$ cat config.mk
export PLATFORM = sky130hd
export DESIGN_NAME = vr_tooth_qualifier
export DESIGN_NICKNAME = d
export VERILOG_FILES = /design/src/rtl/vr_tooth_qualifier.sv
export SDC_FILE = /design/constraint.sdc
export NUM_CORES = 1
export LEC_CHECK = 0
export ABC_AREA = 1
export CAP_MARGIN = 10
export CELL_PAD_IN_SITES_DETAIL_PLACEMENT = 1
export CELL_PAD_IN_SITES_GLOBAL_PLACEMENT = 2
export CORE_MARGIN = 10
export CORE_UTILIZATION = 34
export CTS_BUF_LIST = sky130_fd_sc_hd__clkbuf_8
export CTS_CLUSTER_SIZE = 8
export DETAILED_ROUTE_END_ITERATION = 6
export PLACE_DENSITY_LB_ADDON = 0.08
export SLEW_MARGIN = 5
export SYNTH_ARGS = -nofsm -noshare
export SYNTH_HDL_FRONTEND = slang
export SYNTH_SLANG_ARGS = --single-unit
$ cat constraint.sdc
create_clock -name clk -period 5.3 [get_ports clk]
set_input_delay 0.795 -clock clk [delete_from_list [all_inputs] [get_ports clk]]
set_output_delay 0.795 -clock clk [all_outputs]
set_load 0.01 [all_outputs]
$ cat src/rtl/vr_tooth_qualifier.sv
// Crank VR tooth qualifier: glitch filter, edge select, early-edge rejection, period and stall detect.
// Optional macro VR_EARLY_REJECT_EN enables the RUN-state ratio rejection and reject_cnt.
module vr_tooth_qualifier #(
  parameter int unsigned FILT_CYCLES     = 16,
  parameter int unsigned PERIOD_W        = 32,
  parameter int unsigned MIN_RATIO_SHIFT = 2,
  parameter int unsigned TIMEOUT         = 400000
) (
  input  logic                clk,
  input  logic                reset,
  input  logic                vrin_sync,
  input  logic                edge_pol,
  output logic                tooth_pulse,
  output logic [PERIOD_W-1:0] tooth_period,
  output logic                period_valid,
  output logic                stalled,
  output logic [15:0]         reject_cnt
);

  localparam int unsigned FCNT_W = $clog2(FILT_CYCLES + 1);
  localparam logic [FCNT_W-1:0]   FILT_LAST = FCNT_W'(FILT_CYCLES - 1);
  localparam logic [PERIOD_W-1:0] TIMEOUT_C = PERIOD_W'(TIMEOUT);

  localparam logic [1:0] ST_IDLE  = 2'd0;
  localparam logic [1:0] ST_FIRST = 2'd1;
  localparam logic [1:0] ST_RUN   = 2'd2;

  logic                filt_level_q, filt_level_d;
  logic                filt_prev_q, filt_prev_d;
  logic [FCNT_W-1:0]   filt_cnt_q, filt_cnt_d;
  logic [PERIOD_W-1:0] count_q, count_d;
  logic [1:0]          state_q, state_d;
  logic                pulse_q, pulse_d;
  logic [PERIOD_W-1:0] period_q, period_d;
  logic                valid_q, valid_d;
  logic                stalled_q, stalled_d;

  logic       cand_edge;
  logic       timeout;
  logic [1:0] eff_state;
  logic       accept;
  logic       early_edge;

  // Filter: the level follows only after FILT_CYCLES consecutive mismatching samples.
  always_comb begin
    filt_level_d = filt_level_q;
    filt_cnt_d   = '0;
    filt_prev_d  = filt_level_q;
    if (vrin_sync != filt_level_q) begin
      if (filt_cnt_q == FILT_LAST) begin
        filt_level_d = vrin_sync;
      end else begin
        filt_cnt_d = filt_cnt_q + 1'b1;
      end
    end
  end

  assign cand_edge = (filt_level_q != filt_prev_q) && (filt_level_q == ~edge_pol);
  assign timeout   = (state_q != ST_IDLE) && (count_q >= TIMEOUT_C);
  // A timeout coinciding with an edge hands the edge to IDLE handling.
  assign eff_state = timeout ? ST_IDLE : state_q;

  always_comb begin
    state_d   = eff_state;
    stalled_d = stalled_q | timeout;
    valid_d   = valid_q & ~timeout;
    period_d  = period_q;
    accept    = 1'b0;
    if (cand_edge) begin
      case (eff_state)
        ST_IDLE: begin
          accept    = 1'b1;
          stalled_d = 1'b0;
          state_d   = ST_FIRST;
        end
        ST_FIRST: begin
          accept   = 1'b1;
          period_d = count_q;
          valid_d  = 1'b1;
          state_d  = ST_RUN;
        end
        ST_RUN: begin
          if (!early_edge) begin
            accept   = 1'b1;
            period_d = count_q;
          end
        end
        default: state_d = ST_IDLE;
      endcase
    end
    pulse_d = accept;
    if (accept) begin
      count_d = {{(PERIOD_W-1){1'b0}}, 1'b1};
    end else if (count_q >= TIMEOUT_C) begin
      count_d = count_q;
    end else begin
      count_d = count_q + 1'b1;
    end
  end

  always_ff @(posedge clk) begin
    if (reset) begin
      filt_level_q <= vrin_sync;
      filt_prev_q  <= vrin_sync;
      filt_cnt_q   <= '0;
      count_q      <= '0;
      state_q      <= ST_IDLE;
      pulse_q      <= 1'b0;
      period_q     <= '0;
      valid_q      <= 1'b0;
      stalled_q    <= 1'b1;
    end else begin
      filt_level_q <= filt_level_d;
      filt_prev_q  <= filt_prev_d;
      filt_cnt_q   <= filt_cnt_d;
      count_q      <= count_d;
      state_q      <= state_d;
      pulse_q      <= pulse_d;
      period_q     <= period_d;
      valid_q      <= valid_d;
      stalled_q    <= stalled_d;
    end
  end

`ifdef VR_EARLY_REJECT_EN
  logic [PERIOD_W-1:0] last_period_q, last_period_d;
  logic [15:0]         reject_q, reject_d;

  assign early_edge = count_q < (last_period_q >> MIN_RATIO_SHIFT);

  // Only RUN can reject, so a candidate there that is not accepted was early.
  always_comb begin
    last_period_d = last_period_q;
    reject_d      = reject_q;
    if (accept && (eff_state != ST_IDLE)) begin
      last_period_d = count_q;
    end
    if (cand_edge && (eff_state == ST_RUN) && early_edge && (reject_q != 16'hFFFF)) begin
      reject_d = reject_q + 16'd1;
    end
  end

  always_ff @(posedge clk) begin
    if (reset) begin
      last_period_q <= '0;
      reject_q      <= '0;
    end else begin
      last_period_q <= last_period_d;
      reject_q      <= reject_d;
    end
  end

  assign reject_cnt = reject_q;
`else
  assign early_edge = 1'b0;
  assign reject_cnt = 16'd0;
`endif

  assign tooth_pulse  = pulse_q;
  assign tooth_period = period_q;
  assign period_valid = valid_q;
  assign stalled      = stalled_q;

endmodule

Word-level counts from Yosys, hierarchy flattened

Cells that the tools add are included.
W data, S select, Z words.

Magnitude comparators: 1
Reduce and logical (&&, ||, !) cells: 12
Bitwise operators: 5
Add/subtract/negate cells: 2
Equality and inequality tests: 7
Mux-type cells: 15

Operators with widths:

| cell                    | count |
|---|---|
| $add A32 B1 Y32 const B | 1 |
| $ge A32 B19 Y1 const B  | 1 |
| $mux W1                 | 12 |
| $pmux W2 S3             | 1 |
| $reduce_bool A2 Y1      | 3 |
| $reduce_or A3 Y1        | 2 |
| $add A5 B1 Y5 const B   | 1 |
| $eq A5 B4 Y1 const B    | 1 |
| $mux W2                 | 2 |
| $reduce_and A2 Y1       | 2 |
| $reduce_or A2 Y1        | 2 |
| $not A1 Y1              | 3 |
| $eq A2 B1 Y1 const B    | 1 |
| $eq A2 B2 Y1 const B    | 1 |
| $logic_and A1 B1 Y1     | 2 |
| $logic_not A2 Y1        | 1 |
| $ne A1 B1 Y1            | 2 |
| $ne A2 B2 Y1 const B    | 1 |
| $and A1 B1 Y1           | 1 |
| $eq A1 B1 Y1            | 1 |
| $or A1 B1 Y1            | 1 |

Input port bits: 4
Output and inout port bits: 51
Bits in registers: 76
Word-level logic and storage cells: 52

Depth between registers and ports, before layout

Depth after elaboration: 8
Gate-level depth with buffers: 18
Mapped depth without buffers: 14

Worst setup path after synthesis

OpenSTA, ideal clock, no wires.

Path type: reg2reg
Start: reg count_q[11]
End: reg period_q[23], in the netlist tooth_period[23]
Path slack: 3.069 ns
Data arrival time: 2.160 ns
Cell stages (with the launch flop): 18
Library setup time: 0.070 ns
Clock period less this slack: 2.231 ns
Data required time: 5.230 ns
Cells stage by stage: dfxtp_1 > buf_6 > nand2_1 > inv_1 > nand2_1 > nand2_1 > nand2_1 > nand2_1 > nand2_2 > nand2_4 > buf_6 > nor2_1 > inv_1 > ha_1 > clkbuf_1 > clkbuf_1 > nand3_1 > a21oi_1

Word-level cells in the longest chain between the ends: 6

RTL lines:

| what                                                | RTL line | RTL |
|---|---|---|
| start, declared                                     | 31       | `logic [PERIOD_W-1:0] count_q, count_d;` |
| start signal, assigned                              | 116      | `count_q <= count_d;` |
| $ge A32 B19 Y1 (*)                                  | 59       | `assign timeout = (state_q != ST_IDLE) && (count_q >= TIMEOUT_C);` |
| $logic_and A1 B1 Y1 (*)                             | 59       |  |
| $mux W2 (*)                                         | 61       | `assign eff_state = timeout ? ST_IDLE : state_q;` |
| $eq A2 B2 Y1 / $eq A2 B1 Y1 (equally long branches) | 70       | `case (eff_state)` |
| $reduce_or A2 Y1 (no source line) (*)               | -        |  |
| $reduce_and A2 Y1 (no source line) (*)              | -        |  |
| end signal, assigned                                | 119      | `period_q <= period_d;` |
| end, declared                                       | 34       | `logic [PERIOD_W-1:0] period_q, period_d;` |

Mark *: on every way between the ends. The rest lies on a longest branch, timed or not.
A chain may end at the register's enable or synchronous reset.

Worst setup path in the final report

Start: reg count_q[23]
End: reg period_q[5], in the netlist tooth_period[5]

Same word-level chain as after synthesis.

==> impl_metrics.py <==
metrics = {
    "sta": {
        "worstMarginPinSlew_ns": 0.802,
        "post-route-period-util_pct": 54.8,
        "slew_viol_final": 0,
        "period_minus_slack_ns": 2.90,
        "finalSetupViolCount": 0,
        "fin_hold_ws_ns": 0.448,
        "rsz0062_at_grt": "no",
        "tns_ns": 0,
        "clock_skew_ns": 0.0108,
        "hold_viol_final": 0,
        "slew_headroom_pct": 46.3,
        "fin_ws_ns": 2.40,
        "fmax_mhz": 345,
    },
    "finish": {
        "fin_util_pct": 40.6,
        "stdcell_count": 630,
        "fin_area_um2": 4020,
        "nFillCells": 1243,
        "drive_gt1_share_pct": 7.44,
        "diodes": 0,
        "nets": 503,
        "area_delta_synth_final_pct": 15.0,
    },
    "floorplanning": {
        "die_w_um": 121,
        "initial_utilization_pct": 35.3,
        "die-height_um": 121,
        "core_area_um2": 9910,
        "num_rows": 36,
        "die_area_um2": 14700,
        "pin_count": 55,
    },
    "clocking": {
        "clk_latency_ns": 0.35,
        "clockBufferDepth": 2,
        "cts_setup_buffers": 0,
        "cts_tree": "done",
        "htreeDepth": 3,
        "cts.sinks": 76,
        "cts_resized": 0,
        "cts_buffers": 9,
        "clk_pin_slew_worst_paths_ns": 0.08,
        "cts_root_buf": "clkbuf_8",
        "cts_hold_buf": 0,
    },
    "logic_synthesis": {
        "ys_seq_area_share_pct": 43.8,
        "yosysWarnings": 0,
        "ys_ff_latch": 76,
        "syn_inst": 466,
        "ys_types": 31,
        "synth_area_per_cell_um2": 7.50,
        "syn_area_um2": 3500,
    },
    "routing": {
        "routedWlPerCell_um": 13.9,
        "drtAntennaViolNets": 0,
        "wl_um": 8740,
        "vias_per_cell": 4.67,
        "first_pass_iters": 4,
        "drc": 0,
        "vias": 2945,
        "drtIter0Drc": 91,
    },
    "outcome": {
        "status": "complete, no violations",
    },
    "placement": {
        "pre_cts_ws_ns": 2.05,
        "port_buffers": 38,
        "gp_congestion": 0.759,
        "dp.final_hpwl_um": 6200,
        "dpl_cell_area_um2": 3830,
        "placed_cells": 614,
    },
    "grt": {
        "antenna_found_initial": 0,
        "grt_overflow": 0,
        "grt.met2_usage_pct": 20.6,
        "busiest_layer": "met2",
        "grt_util_met1_pct": 15.3,
        "grtUsageMet3_pct": 3.44,
        "grt_max_degree": 42,
        "grt_pass1_vias": 3105,
        "grt_pass1_wl_um": 15200,
        "track_usage_pct": 12.5,
    },
    "critical_path": {
        "crit_type": "reg -> reg",
        "reg2reg_slack_ns": 2.40,
        "cpMostUsedCell": "nand2_1",
        "cp.arrival_ns": 3.18,
        "start_kind": "flop",
        "critPathRequiredTime_ns": 5.57,
        "cp_max_fo": 23,
        "slowest_stage": "nand2_1",
        "cp_top_family": "simple AND/OR/NAND/NOR gates",
        "worstPathCellList": "inv_1 -> nand2_1 -> nor3_1 -> nand2_1 -> nor2_4 -> nand2_4 -> nor2_1 -> inv_1 -> ha_1 -> nand2_1 -> buf_4 -> nand2_1 -> a21oi_1",
        "cp_num_buf_inv": 3,
        "endpoint_kind": "flop",
        "slowest_delay_ns": 0.50,
    },
    "power": {
        "swShare_pct": 27.3,
        "pwr-share-seq_pct": 52.1,
        "clockPowerShare_pct": 39.6,
        "power_density_nw_per_um2": 281,
        "power.leakage_nw": 1.41,
        "power_mw": 1.13,
        "p_switching_mw": 0.308,
        "irDropWorstVdd_mv": 0.116,
        "p_comb_share_pct": 8.3,
        "p_int_mw": 0.821,
    },
    "run": {
        "max_cap_violations": 0,
    },
    "min_path": {
        "hold_path.class": "reg -> reg",
    },
}
power by group through the flow:
stage,Sequential (mW),Combinational (mW),Clock [mW]
floorplan,0.601,0.0785,0
global placement,0.602,0.0923,0
detailed placement,0.602,0.0945,0
CTS,0.589,0.0948,0.459
global route,0.590,0.107,0.490
finish,0.588,0.0938,0.447
registers in the layout (all words and copies together), names as in the netlist:
| register | flops |
|---|---|
| state_q | 2 |
| stalled | 1 |
| period_valid | 1 |
| filt_prev_q | 1 |
| count_q | 32 |
| filt_cnt_q | 5 |
| filt_level_q | 1 |
| tooth_period | 32 |
| tooth_pulse | 1 |
worst paths after layout:
kind	from	endpoint	cells after the start
setup reg to reg	count_q[23]	tooth_period[5]	13
setup / recovery	count_q[23]	tooth_period[5]	13
hold / removal	count_q[25]	count_q[25]	2
hold reg to reg	count_q[25]	count_q[25]	2
final cells by class:
cell class | instances | area, µm² | share of cell area, %
repair buffers | 41 | 403 | 10.0
clock buffers | 9 | 124 | 3.08
flip-flops and latches | 76 | 1530 | 38.1
well taps | 133 | 166 | 4.14
clock inverters | 7 | 66.3 | 1.65
multi-input cells | 327 | 1590 | 39.5
inverters | 37 | 144 | 3.58
layer usage:
metal	routed length, µm	up-vias
li1	-	1493
met1	4210	1408
met2	4050	36
met3	374	8
met4	102	0
met5	0	-
layout by cell type, fill, tap and decap left out, types with 5 or more instances in the layout:
cell type	count
a21oi_1	42
a21oi_2	12
clkbuf_8	9
clkdlybuf4s50_1	38
conb_1	16
dfxtp_1	75
ha_1	7
inv_1	36
nand2_1	125
nand3_1	43
nand4_1	5
nor2_1	46
xnor2_1	6
xor2_1	8
cells in the mapped netlist:
cell type	count	area, µm²
o21ai_0	3	15.0
nor3_1	4	20.0
buf_6	5	56.3
xor2_1	8	70.1
inv_6	1	8.76
buf_2	8	40.0
a31oi_1	1	6.26
buf_8	2	30.0
a21oi_2	12	105
xnor2_1	6	52.6
nor2_4	1	11.3
nand3_1	43	215
nand4_1	5	31.3
ha_1	7	87.6
edfxtp_1	1	30.0
or2_2	1	6.26
inv_2	1	3.75
conb_1	1	3.75
inv_1	35	131
o21bai_1	1	7.51
dfxtp_1	75	1500
a21oi_1	42	210
nor3b_1	1	7.51
buf_4	18	135
nand3b_1	1	7.51
nand2_2	2	12.5
nand2_1	125	469
o211ai_1	1	7.51
nor2_1	46	173
nand2_4	1	11.3
clkbuf_1	8	30.0
cell families (layout without fill, tap and decap cells):
| group | after synthesis | in the layout | synth area share, % |
|---|---|---|---|
| fa+ha+maj | 7 | 7 | 2.50 |
| compound gates | 60 | 60 | 10.1 |
| xor+xnor | 14 | 14 | 3.51 |
| simple gates | 230 | 230 | 27.6 |
| buf+inv | 78 | 94 | 12.5 |
| other cells | 1 | 16 | 0.107 |
| flops | 76 | 76 | 43.8 |
tightest hold or removal path, cell delays in order, from the launching register on:
cell and delay [ns]:
dfxtp_1 0.33, inv_1 0.05, nor2_1 0.03
(Power assumes the default switching activity.)
==> RTL change 1, RTL diff (config.mk and constraints unchanged) <==
`FILT_CYCLES`: 16 -> 32.
--- a/src/rtl/vr_tooth_qualifier.sv
+++ b/src/rtl/vr_tooth_qualifier.sv
@@ -3,3 +3,3 @@
 module vr_tooth_qualifier #(
-  parameter int unsigned FILT_CYCLES     = 16,
+  parameter int unsigned FILT_CYCLES     = 32,
   parameter int unsigned PERIOD_W        = 32,
Function: same outputs for any inputs over 10 cycles, from zero or initial values and one cycle with reset high; that may be too few to reach the edited logic, so the function may still have changed.
==> RTL change 1 against the original RTL <==
Worst setup slack better by 15 ps; first-iteration DRC count down 3.3%; area after synthesis grew 0.36%; power rose by 6.5%; cell area grew 2.6%; core utilization fell by 0.089 points; largest cell class unchanged; maximum frequency up 0.53%; sequential share of layout area down 0.46 points; count of clock-buffer cells in the layout grew 2; highest routed layer unchanged; sequential cell count rose by 1; wire length rose by 3.3%.
==> RTL change 1: results (changes against the original RTL) <==
[status]
status=complete, no violations

[cts]
clock_latency_ps=350  ; about the same
clockBufferDepth=2  ; unchanged
clkTransAtPathRegs_ps=80  ; about the same
cts_root_buffer=clkbuf_8
cts-resized-gates=0  ; unchanged

[logic_synthesis]
ys_seq_area_share_pct=44.21  ; +0.41 points
netlist_instances=474  ; +1.7%
async_flop_share_pct=0  ; unchanged
yosys-top-cells-area=dfxtp_1, nand2_1, nand3_1, a21oi_1, nor2_1
synthTopCellsByCount=nand2_1, dfxtp_1, nor2_1
synthAdderAreaFrac_pct=2.139  ; -0.37 points
synth_cell_types=30  ; -3.2%
synth_compound_area_share_pct=9.982  ; -0.071 points
synth-edff-count=1  ; unchanged
synthXorXnorAreaFrac_pct=3.743  ; +0.24 points

[grt]
grt_pass1_wl_microns=15360  ; +1.3%
track_usage_pct=12.76  ; +0.26 points
grt_start_max_net_pins=41  ; -2.4%
grt_pass1_vias=3121  ; +0.52%

[worst_setup_path]
endpoint=tooth_period[8]
reg2reg_to=tooth_period[8]
rrSetupSlack_ps=2410  ; +20 ps
cp_slowest_stage_delay_ps=410  ; -90 ps
ff2ff_path_depth=11  ; -2
arrival_ps=3160  ; -20 ps
r2r_start=count_q[26]

[place]
dpl.hpwl_microns=6437  ; +3.9%
placed_cell_area_sq_um=3897  ; +1.7%
gp_congestion=0.8128  ; +7.1%
dp.cells=630  ; +2.6%

[detailed_routing]
drt_iter0_markers=88  ; -3.3%
viasPerCell=4.570  ; -2.2%
postRouteWirelength_microns=9029  ; +3.3%
vias=2952  ; +0.24%
ant_nets=0  ; unchanged

[worst_hold_path]
min-delay-start=count_q[27]
hold_class=reg2reg

[cells_and_area]
drive_gt1_share_pct=7.647  ; +0.20 points
nets=515  ; +2.4%

[pwr]
ir_worst_vdd_v=0.00009783  ; -16%
p_leak_uw=0.001469  ; +4.0%
p_switching_uw=301.8  ; -1.9%

[sta]
tightest_slew_ps=580.1  ; -222.3 ps
clock_skew_ps=10.75  ; -0.01900 ps

RTL change 1: layer usage:
| layer | vias to the layer above | global-route usage [%] | wire length [microns] |
|---|---|---|---|
| met5 | - | 0 | 0 |
| met2 | 26 | 20.81 | 4287 |
| met3 | 11 | 2.821 | 286 |
| met4 | 0 | 5.812 | 158 |
| met1 | 1395 | 15.77 | 4297 |
| li1 | 1520 | - | - |
RTL change 1: metrics by stage:
stage,util [%],worst slack (ps),hold slack (ps),total power (uW)
finish,40.49,2413,448.8,1202
global route,40.49,2106,469.4,1259
CTS,40.49,2358,452.1,1224
detailed placement,38.27,2136,439.7,705.9
global placement,38.27,2250,438.5,703.5
floorplan,-,3070,421.8,685.0
RTL change 1: power groups by stage:
stage               clock network (uW)  registers (uW)  logic, uW
finish                             511             596       95.2
global route                       554             597        108
CTS                                531             596       96.5
detailed placement                   0             610       96.2
global placement                     0             609       94.0
floorplan                            0             609       76.3
RTL change 1: worst min-delay path by stage:
stage / end / slack (ps) / depth (start not counted)
after global routing: count_q[28] / 470 / 2
final: count_q[27] / 450 / 2
after detailed placement: count_q[27] / 440 / 2
after CTS: count_q[27] / 450 / 2
after floorplan: count_q[30] / 420 / 2
after global placement: count_q[20] / 440 / 2
RTL change 1: layout make-up:
type	instances	area, sq um
clock buffers	11	151.4
well taps	136	170.2
flip-flops and latches	77	1551
multi-input cells	335	1610
inverters	40	155.1
clock inverters	5	75.07
fillers	1279	6061
repair buffers	42	410.4
RTL change 1: worst max-delay path: cells and delay by family (launching register included):
kind                     cells  cell delay [ps]
AND/OR/NAND/NOR              6             1400
buffers and inverters        2              430
flip-flops                   1              340
adder cells (fa/ha/maj)      1              330
AO/OA/AOI/OAI                2              290
==> RTL change 2, RTL diff (same settings) <==
Without the edit above. Register the output `stalled` once more, without a reset; this adds one clock of latency there. The other outputs are not delayed to match.
--- a/src/rtl/vr_tooth_qualifier.sv
+++ b/src/rtl/vr_tooth_qualifier.sv
@@ -161,3 +161,5 @@
   assign period_valid = valid_q;
-  assign stalled      = stalled_q;
+  always_ff @(posedge clk) begin
+    stalled <= stalled_q;
+  end
 
Check against the original RTL: not equivalent (a bounded check fails within 4 cycles, from zero or initial values and one cycle with reset high).
==> RTL change 2 against the original RTL <==
Power down 2.0%; critical endpoint is now tooth_period[19]; area after synthesis rose by 0.57%; wire length fell by 2.0%; combinational power decreased by 2.1%; critical path depth is 2 higher; worst setup slack better by 110 ps; cell area rose by 0.44%; final cell count grew 0.63%; sequential cell count is 1 higher.
==> RTL change 2: results (changes against the original RTL) <==
[logic_synthesis]
synthAdderAreaFrac_pct=2.490  ; -0.014 points
synthXorXnorAreaFrac_pct=3.486  ; -0.020 points
ys_seq_area_share_pct=44.11  ; +0.32 points
yosys-top-cells-area=dfxtp_1, nand2_1, nand3_1, a21oi_1, nor2_1

[grt]
grt_util_met2_pct=20.37  ; -0.27 points
grt_util_met1_pct=15.12  ; -0.15 points
grt_pass1_vias=3046  ; -1.9%
grt_pass1_wl_microns=15090  ; -0.46%
grt_use_met3_pct=3.932  ; +0.49 points

[place]
placed_cell_area_sq_um=3855  ; +0.62%
gp_congestion=0.7658  ; +0.95%
dpl.hpwl_microns=6159  ; -0.59%

[worst_hold_path]
min-delay-start=stalled_q
min_to=stalled
hold_path_depth=0  ; -2

[pwr]
power.density_nw_per_um2=273.7  ; -2.5%
ir_worst_vdd_v=0.0001653  ; +42%
power_frac_seq_pct=54.0  ; +1.9 points
p_leak_uw=0.001409  ; -0.28%

[cells_and_area]
drive_gt1_share_pct=7.631  ; +0.19 points
nets=504  ; +0.20%

[status]
status=complete, no violations

[worst_setup_path]
rrSetupSlack_ps=2500  ; +110 ps
cp_slowest_stage_delay_ps=440  ; -60 ps
arrival_ps=3080  ; -100 ps
endpoint=tooth_period[19]
ff2ff_path_depth=15  ; +2

[detailed_routing]
drt_iter0_markers=88  ; -3.3%

[sta]
clock_skew_ps=10.83  ; +0.06210 ps
period_share_pct=52.75  ; -2.0 points
hold_ws_ps=376.7  ; -71.47 ps

-- RTL change 2: cell count changes after synthesis --
cell | unedited run | this run
dfxtp_1 | 75 | 76
-- RTL change 2: metal layers --
layer / wire [microns] / vias to the layer above / part of all wire (%)
met5: 0 / - / 0
met4: 70 / 0 / 0.82
met3: 395 / 5 / 4.6
met2: 4043 / 44 / 47
met1: 4052 / 1376 / 47
li1: - / 1501 / -
-- RTL change 2: area by class of cell --
cell class              count  area share [%]
repair buffers             41           9.975
inverters                  37           3.563
clock buffers              10           3.408
flip-flops and latches     77           38.41
multi-input cells         327           39.28
clock inverters             6           1.146
well taps                 136           4.213
-- RTL change 2: per-stage QoR --
| stage | total power [uW] | instances |
|---|---|---|
| 2_1_floorplan | 687.8 | 482 |
| 3_3_place_gp | 702.0 | 618 |
| 3_5_place_dp | 704.1 | 618 |
| 4_1_cts | 1129 | 634 |
| 5_1_grt | 1166 | 634 |
| 6_report | 1105 | 634 |
